===== src/rtl/gray_seq_monitor.sv =====
// gray_seq_monitor: converts a sampled Gray stream to binary and checks for legal +1 steps with lock tracking.
module gray_seq_monitor #(
   parameter int WIDTH       = 4,
   parameter int ERR_W       = 8,
   parameter int LOCK_N      = 2,
   parameter int ALLOW_STALL = 1
) (
   input  logic             clk,
   input  logic             rstn,
   input  logic [WIDTH-1:0] gray_in,
   input  logic             in_valid,
   input  logic             clear_err,
   output logic [WIDTH-1:0] bin_out,
   output logic             bin_valid,
   output logic             step_err,
   output logic             locked,
   output logic [ERR_W-1:0] err_count
);
   localparam int LW = $clog2(LOCK_N + 1);
   typedef enum logic [1:0] {IDLE, ACQ, TRACK} state_t;
   state_t           state_q, state_d;
   logic [LW-1:0]    lock_cnt_q, lock_cnt_d;
   logic [WIDTH-1:0] prev_bin_q, prev_bin_d, bin_out_q, bin_out_d, bin;
   logic             bin_valid_q, bin_valid_d, step_err_q, step_err_d, locked_q, locked_d;
   logic [ERR_W-1:0] err_count_q, err_count_d;
   logic             legal, stall, bad;
   for (genvar i = 0; i < WIDTH; i++) begin : g_conv
      assign bin[i] = ^(gray_in >> i);
   end
   assign legal = bin == prev_bin_q + WIDTH'(1);
   assign stall = bin == prev_bin_q;
   assign bad   = !legal && !(stall && ALLOW_STALL != 0);
   always_comb begin
      state_d     = state_q;
      lock_cnt_d  = lock_cnt_q;
      prev_bin_d  = prev_bin_q;
      bin_out_d   = bin_out_q;
      bin_valid_d = 1'b0;
      step_err_d  = 1'b0;
      locked_d    = locked_q;
      if (in_valid) begin
         bin_out_d   = bin;
         bin_valid_d = 1'b1;
         prev_bin_d  = bin;
         case (state_q)
            IDLE: begin
               state_d    = ACQ;
               lock_cnt_d = '0;
            end
            ACQ: begin
               if (bad) begin
                  lock_cnt_d = '0;
               end else if (legal) begin
                  lock_cnt_d = lock_cnt_q + LW'(1);
                  if (lock_cnt_d == LW'(LOCK_N)) begin
                     state_d  = TRACK;
                     locked_d = 1'b1;
                  end
               end
            end
            TRACK: begin
               if (bad) begin
                  step_err_d = 1'b1;
                  state_d    = ACQ;
                  lock_cnt_d = '0;
                  locked_d   = 1'b0;
               end
            end
            default: state_d = IDLE;
         endcase
      end
      // a clear coinciding with an error keeps that error counted
      err_count_d = clear_err ? ERR_W'(step_err_d)
                  : (step_err_d && !(&err_count_q)) ? err_count_q + ERR_W'(1) : err_count_q;
   end
   always_ff @(posedge clk) begin
      if (!rstn) begin
         state_q     <= IDLE;
         lock_cnt_q  <= '0;
         prev_bin_q  <= '0;
         bin_out_q   <= '0;
         bin_valid_q <= 1'b0;
         step_err_q  <= 1'b0;
         locked_q    <= 1'b0;
         err_count_q <= '0;
      end else begin
         state_q     <= state_d;
         lock_cnt_q  <= lock_cnt_d;
         prev_bin_q  <= prev_bin_d;
         bin_out_q   <= bin_out_d;
         bin_valid_q <= bin_valid_d;
         step_err_q  <= step_err_d;
         locked_q    <= locked_d;
         err_count_q <= err_count_d;
      end
   end
   assign bin_out   = bin_out_q;
   assign bin_valid = bin_valid_q;
   assign step_err  = step_err_q;
   assign locked    = locked_q;
   assign err_count = err_count_q;
endmodule


===== config.mk =====
export PLATFORM = sky130hd
export DESIGN_NAME = gray_seq_monitor
export DESIGN_NICKNAME = d
export VERILOG_FILES = /design/src/rtl/gray_seq_monitor.sv
export SDC_FILE = /design/constraint.sdc
export NUM_CORES = 1
export LEC_CHECK = 0
export ABC_AREA = 1
export BUFFER_PORTS_ARGS = -buffer_cell sky130_fd_sc_hd__buf_2
export CAP_MARGIN = 20
export CELL_PAD_IN_SITES_DETAIL_PLACEMENT = 0
export CELL_PAD_IN_SITES_GLOBAL_PLACEMENT = 2
export CORE_MARGIN = 2
export CORE_UTILIZATION = 29
export CTS_CLUSTER_DIAMETER = 100
export DETAILED_ROUTE_END_ITERATION = 10
export PLACE_DENSITY_LB_ADDON = 0.1
export SLEW_MARGIN = 5
export SYNTH_ARGS = -nofsm -noshare
export SYNTH_HDL_FRONTEND = slang
export SYNTH_SLANG_ARGS = --single-unit
export TNS_END_PERCENT = 30

===== constraint.sdc =====
create_clock -name clk -period 2.27 [get_ports clk]
set_clock_uncertainty 0.15 [all_clocks]
set_input_delay 0.454 -clock clk [delete_from_list [all_inputs] [get_ports clk]]
set_output_delay 0.454 -clock clk [all_outputs]
set_load 0.1 [all_outputs]

==> results of run 1 <==
[per-stage QoR]
stage,setup WS (ns),area (um^2),utilization (%),total power [mW]
final,0.253,1450,35.7,0.782
after global routing,0.0764,1450,35.7,0.830
after CTS,0.237,1450,35.7,0.796
after detailed placement,0.120,1400,34.6,0.555
after global placement,0.158,1400,34.6,0.558
after floorplan,0.00577,1240,-,0.515
[cells in the mapped netlist]
master     n
a21boi_1   1
a21oi_1   14
a21oi_2    1
a31oi_1    2
buf_2      2
buf_6      1
dfxtp_1   19
ha_1       3
inv_1     25
inv_2      3
nand2_1   57
nand2_2    3
nand2_4    3
nand3_1   17
nand3_2    2
nand3b_1   1
nand4_1    9
nor2_1    16
nor2_4     1
nor3_1     2
o211ai_1   1
o21ai_0    3
o31ai_1    1
xor2_1     5
[critical path: cells and delay by family (launching register included)]
kind	cells	cell delay (ns)
AND/OR/NAND/NOR	10	1.05
adder cells (fa/ha/maj)	1	0.24
flip-flops	1	0.35
buffers and inverters	1	0.04
AO/OA/AOI/OAI	1	0.06
[power by group through the flow]
stage,registers [mW],clock network (mW),logic (mW)
final,0.357,0.234,0.190
after global routing,0.359,0.257,0.213
after CTS,0.357,0.248,0.191
after detailed placement,0.365,0,0.190
after global placement,0.366,0,0.193
after floorplan,0.411,0,0.105
[area by class of cell]
type	instances	area share, %
well taps	50	4.32
multi-input cells	142	50.2
inverters	28	7.26
flip-flops and latches	19	27.0
repair buffers	23	8.12
clock buffers	4	3.11
[final timing paths]
| kind | end | depth (start not counted) | startpoint |
|---|---|---|---|
| max reg2reg | err_count[4] | 13 | bin_out[0] |
| min reg2reg | locked | 2 | locked |
| max | err_count[4] | 13 | bin_out[0] |
| min | locked | 2 | locked |
[state kept, by name (all words and copies together) (netlist names)]
name        cells
err_count       8
locked          1
lock_cnt_q      2
step_err        1
bin_out         4
state_q         2
bin_valid       1
[cell families (layout without fill, tap and decap cells)]
| group | Yosys count | in the layout | share of synthesized area, % |
|---|---|---|---|
| simple gates | 111 | 111 | 41.9 |
| buf+inv | 31 | 55 | 10.2 |
| compound gates | 23 | 23 | 10.4 |
| flops | 19 | 19 | 30.8 |
| xor+xnor | 5 | 5 | 3.55 |
| fa+ha+maj | 3 | 3 | 3.04 |
[metal layers]
| layer | global-route usage, % | part of all wire, % | vias up |
|---|---|---|---|
| met5 | 0 | 0 | - |
| met4 | 3.92 | 1.2 | 0 |
| met3 | 3.20 | 2.4 | 4 |
| met2 | 23.5 | 48 | 15 |
| met1 | 16.7 | 48 | 545 |
| li1 | - | - | 670 |
==> results.toml, run 1 <==
[layout]
ff_latch_area_um2 = 390
multi_input_area_um2 = 727
layout_common_cells = "nand2_1 (57), inv_1 (25), buf_2 (22)"
final_common_cell = "nand2_1"
drive_above_1_share_pct = 21.8
fillers = 435
syn_to_final_growth_pct = 17.3
fin_cells = 266
antennaDiodeCount = 0
final_nets = 228

[sta]
timing.fmax_ghz = 0.496
min_period_ns = 2.02
hold_violations = 0
whs_ns = 0.322
finalSetupViolCount = 0
rsz0062_at_grt = "no"
worst_pin_slew_ns = 0.492
fin_crit_sh_pct = 88.9
slew_headroom_pct = 67.4
final.setup.tns_ns = 0
slew_violations = 0

[critical_path]
worstPathMaxFanout = 8
path_class = "reg -> reg"
cp_common_cell = "nand2_1"
crit_required_ns = 2.26
r2r_setup_slack_ns = 0.25
cp_data_arrival_time_ns = 2.00
cp_cell_sequence = "ha_1 -> nand2_1 -> inv_1 -> nor2_1 -> nand2_1 -> nand2_1 -> nor2_1 -> nand3_2 -> nand2_4 -> nor2_4 -> nand3_1 -> nand2_1 -> a21oi_1"
slowest_delay_ns = 0.35
end_kind = "flop"
critPathSlowestCell = "dfxtp_2"
cp-start-kind = "flop"

[clock_network]
clk_pin_slew_ns = 0.07
cts_setup_buffers = 0
cts_tree = "yes"
cts_root_buf = "clkbuf_8"
cts_max_path_buffers = 2
clock_sinks = 19
hold_buffers = 0
cts-resized-gates = 0
clk_latency_ns = 0.25
cts_made_buffers = 3
cts_max_level = 1

[drt]
first_pass_iters = 4
drtIter0Drc = 103
vias = 1234
drt_wl_total_mm = 3.11
wl_per_cell_um = 11.7
avgViaCountPerCell = 4.64
drtAntennaViolNets = 0
drc = 0

[power]
irDropWorstVdd_v = 0.000306
p_per_area_mw_per_mm2 = 540
switching_share_pct = 33.3
p_seq_share_pct = 45.7
power.leakage_nw = 0.727
power.internal_uw = 521
combPwrFrac_pct = 24.4
switching_power_uw = 261
p_clk_share_pct = 29.9

[yosys]
ys_ff_latch = 19
synth_top_area_share_pct = 30.8
syn-cell-area_mm2 = 0.00123
synthTopCellsByArea = "dfxtp_1 (31%), nand2_1 (17%), inv_1 (7.6%)"
synth_cell_types = 24
synth_nets = 203
yosysSeqAreaShare_pct = 30.8
syn_area_per_cell_um2 = 6.43
synth_top_area_cell = "dfxtp_1"
synth-warning-count = 0
synthCells = 192

[global_route]
grt_antenna_before_repair = 0
track_usage_pct = 13.6
grt_pass1_vias = 1184
grt_pass1_wl_mm = 5.33
grt_max_degree = 22
grt-ovfl-total = 0

[floorplan]
core_mm2 = 0.00406
rows = 23
die_h_um = 69.2
num_io_pins = 23
start_util_pct = 30.4
die_x_um = 69.2
dieArea_mm2 = 0.00479

[placement]
gp_congestion = 0.806
dp_hpwl_mm = 2.39
placed_cells = 262
port_buffers = 22

[hold_path]
hold_class = "reg -> reg"

[flow_run]
maxCapViolCount = 0

[outcome]
status = "finished, final reports clean"
Note: power is estimated with default switching activity, not from simulation.
==> run 2: changes to the inputs <==
--- a/config.mk
+++ b/config.mk
@@ -11,7 +11,7 @@
 export CELL_PAD_IN_SITES_DETAIL_PLACEMENT = 0
 export CELL_PAD_IN_SITES_GLOBAL_PLACEMENT = 2
 export CORE_MARGIN = 2
-export CORE_UTILIZATION = 29
+export CORE_UTILIZATION = 31
 export CTS_CLUSTER_DIAMETER = 100
 export DETAILED_ROUTE_END_ITERATION = 10
 export PLACE_DENSITY_LB_ADDON = 0.1
==> constraint.sdc (replaced) <==
create_clock -name clk -period 2.4 [get_ports clk]
set_clock_uncertainty 0.15 [all_clocks]
set_input_delay 0.48 -clock clk [delete_from_list [all_inputs] [get_ports clk]]
set_output_delay 0.48 -clock clk [all_outputs]
set_load 0.1 [all_outputs]
==> results.toml, run 2 (synthesis results as in run 1) <==
[drt]
avgViaCountPerCell = 4.80
drt_wl_total_mm = 2.94
drc = 0
vias = 1267
drtIter0Drc = 46
first_pass_iters = 4
drtAntennaViolNets = 0
wl_per_cell_um = 11.1

[sta]
slew_headroom_pct = 67.4
min_period_ns = 1.99
timing.fmax_ghz = 0.502
fin_crit_sh_pct = 83.0
whs_ns = 0.320
finalSetupViolCount = 0
rsz0062_at_grt = "no"
final.setup.tns_ns = 0
slew_violations = 0
setup_ws_ns = 0.409
hold_violations = 0
worst_pin_slew_ns = 0.492

[floorplan]
dieArea_mm2 = 0.00450
rows = 22
die_h_um = 67.1
start_util_pct = 33.0
num_io_pins = 23
die_x_um = 67.1
core_mm2 = 0.00374

[clock_network]
cts_root_buf = "clkbuf_8"
cts_tree = "yes"
clk_latency_ns = 0.26
clk_pin_slew_ns = 0.07
cts_made_buffers = 3
cts_max_path_buffers = 2
cts_max_level = 1
hold_buffers = 0
cts-resized-gates = 0
clock_sinks = 19
cts_setup_buffers = 0

[power]
fin_total_pwr_uw = 745
irDropWorstVdd_v = 0.000219
combPwrFrac_pct = 24.2
p_seq_share_pct = 45.5
p_clk_share_pct = 30.3
p_per_area_mw_per_mm2 = 517
switching_share_pct = 33.9
power.leakage_nw = 0.725
switching_power_uw = 252
power.internal_uw = 493

[layout]
finalInstanceArea_mm2 = 0.00144
ff_latch_area_um2 = 385
syn_to_final_growth_pct = 16.7
final_util_pct = 38.5
antennaDiodeCount = 0
drive_above_1_share_pct = 19.9
multi_input_area_um2 = 727
final_nets = 228
largest_reg_flops = 8
layout_common_cells = "nand2_1 (57), inv_1 (25), buf_2 (22)"
fin_cells = 264
final_common_cell = "nand2_1"
fillers = 430

[critical_path]
crit_required_ns = 2.39
r2r_setup_slack_ns = 0.41
worstReg2RegStart = "bin_out[0]"
worstPathMaxFanout = 7
rr_worst_depth = 13
cp-start-kind = "flop"
timing.rr.end = "err_count[7]"
end_kind = "flop"
cp_data_arrival_time_ns = 1.98
path_class = "reg -> reg"

[global_route]
grt-ovfl-total = 0
use_met2_pct = 23.8
grt_antenna_before_repair = 0
use_met3_pct = 3.55
grtUsageMet1_pct = 19.1
busiest_layer = "met2"
grt_pass1_vias = 1120
grt_max_degree = 22
grt_pass1_wl_mm = 4.95
track_usage_pct = 14.7

[hold_path]
min_to = "locked"
holdPathStages = 2
min_from = "locked"
hold_class = "reg -> reg"

[placement]
gp_congestion = 0.766
port_buffers = 22
placed_cells = 260
dp_hpwl_mm = 2.30
placed_area_mm2 = 0.00140
pre_cts_ws_ns = 0.206

[flow_run]
maxCapViolCount = 0

[outcome]
status = "finished, final reports clean"
run 2: worst max path at each step:
stage	startpoint	endpoint	slack, ns	cells past startpoint
floorplan	bin_out[2]	err_count[6]	0.08	12
global placement	gray_in[3]	err_count[5]	0.28	13
detailed placement	gray_in[3]	err_count[2]	0.21	13
CTS	bin_out[0]	err_count[2]	0.39	13
global route	bin_out[0]	err_count[4]	0.23	13
finish	bin_out[0]	err_count[7]	0.41	13
run 2: area by class of cell:
| class | count | share of cell area [%] |
|---|---|---|
| inverters | 28 | 7.30 |
| flip-flops and latches | 19 | 26.8 |
| repair buffers | 23 | 8.17 |
| multi-input cells | 142 | 50.5 |
| clock buffers | 4 | 3.13 |
| well taps | 48 | 4.17 |
run 2: power by group through the flow:
| stage | sequential (mW) | combinational [mW] | clock [mW] |
|---|---|---|---|
| 6_report | 0.339 | 0.181 | 0.225 |
| 5_1_grt | 0.340 | 0.202 | 0.249 |
| 4_1_cts | 0.339 | 0.182 | 0.235 |
| 3_5_place_dp | 0.346 | 0.181 | 0 |
| 3_3_place_gp | 0.346 | 0.182 | 0 |
| 2_1_floorplan | 0.388 | 0.0989 | 0 |
run 2: critical path: stages (launching register included):
cell and delay [ns]:
dfxtp_2 0.36, ha_1 0.23, nand2_1 0.09, inv_1 0.04, nor2_1 0.08, nand2_1 0.05
nand2_1 0.05, nor2_1 0.05, nand3_2 0.13, nand2_4 0.08, nor2_4 0.15, nand3_1 0.23
nand2_1 0.12, a21oi_1 0.06
run 2: routing by layer:
layer	wire length, um	part of all wire (%)	vias to the layer above
met5	0	0	-
met4	36	1.2	0
met3	99	3.4	4
met2	1300	44	24
met1	1500	51	568
li1	-	-	671
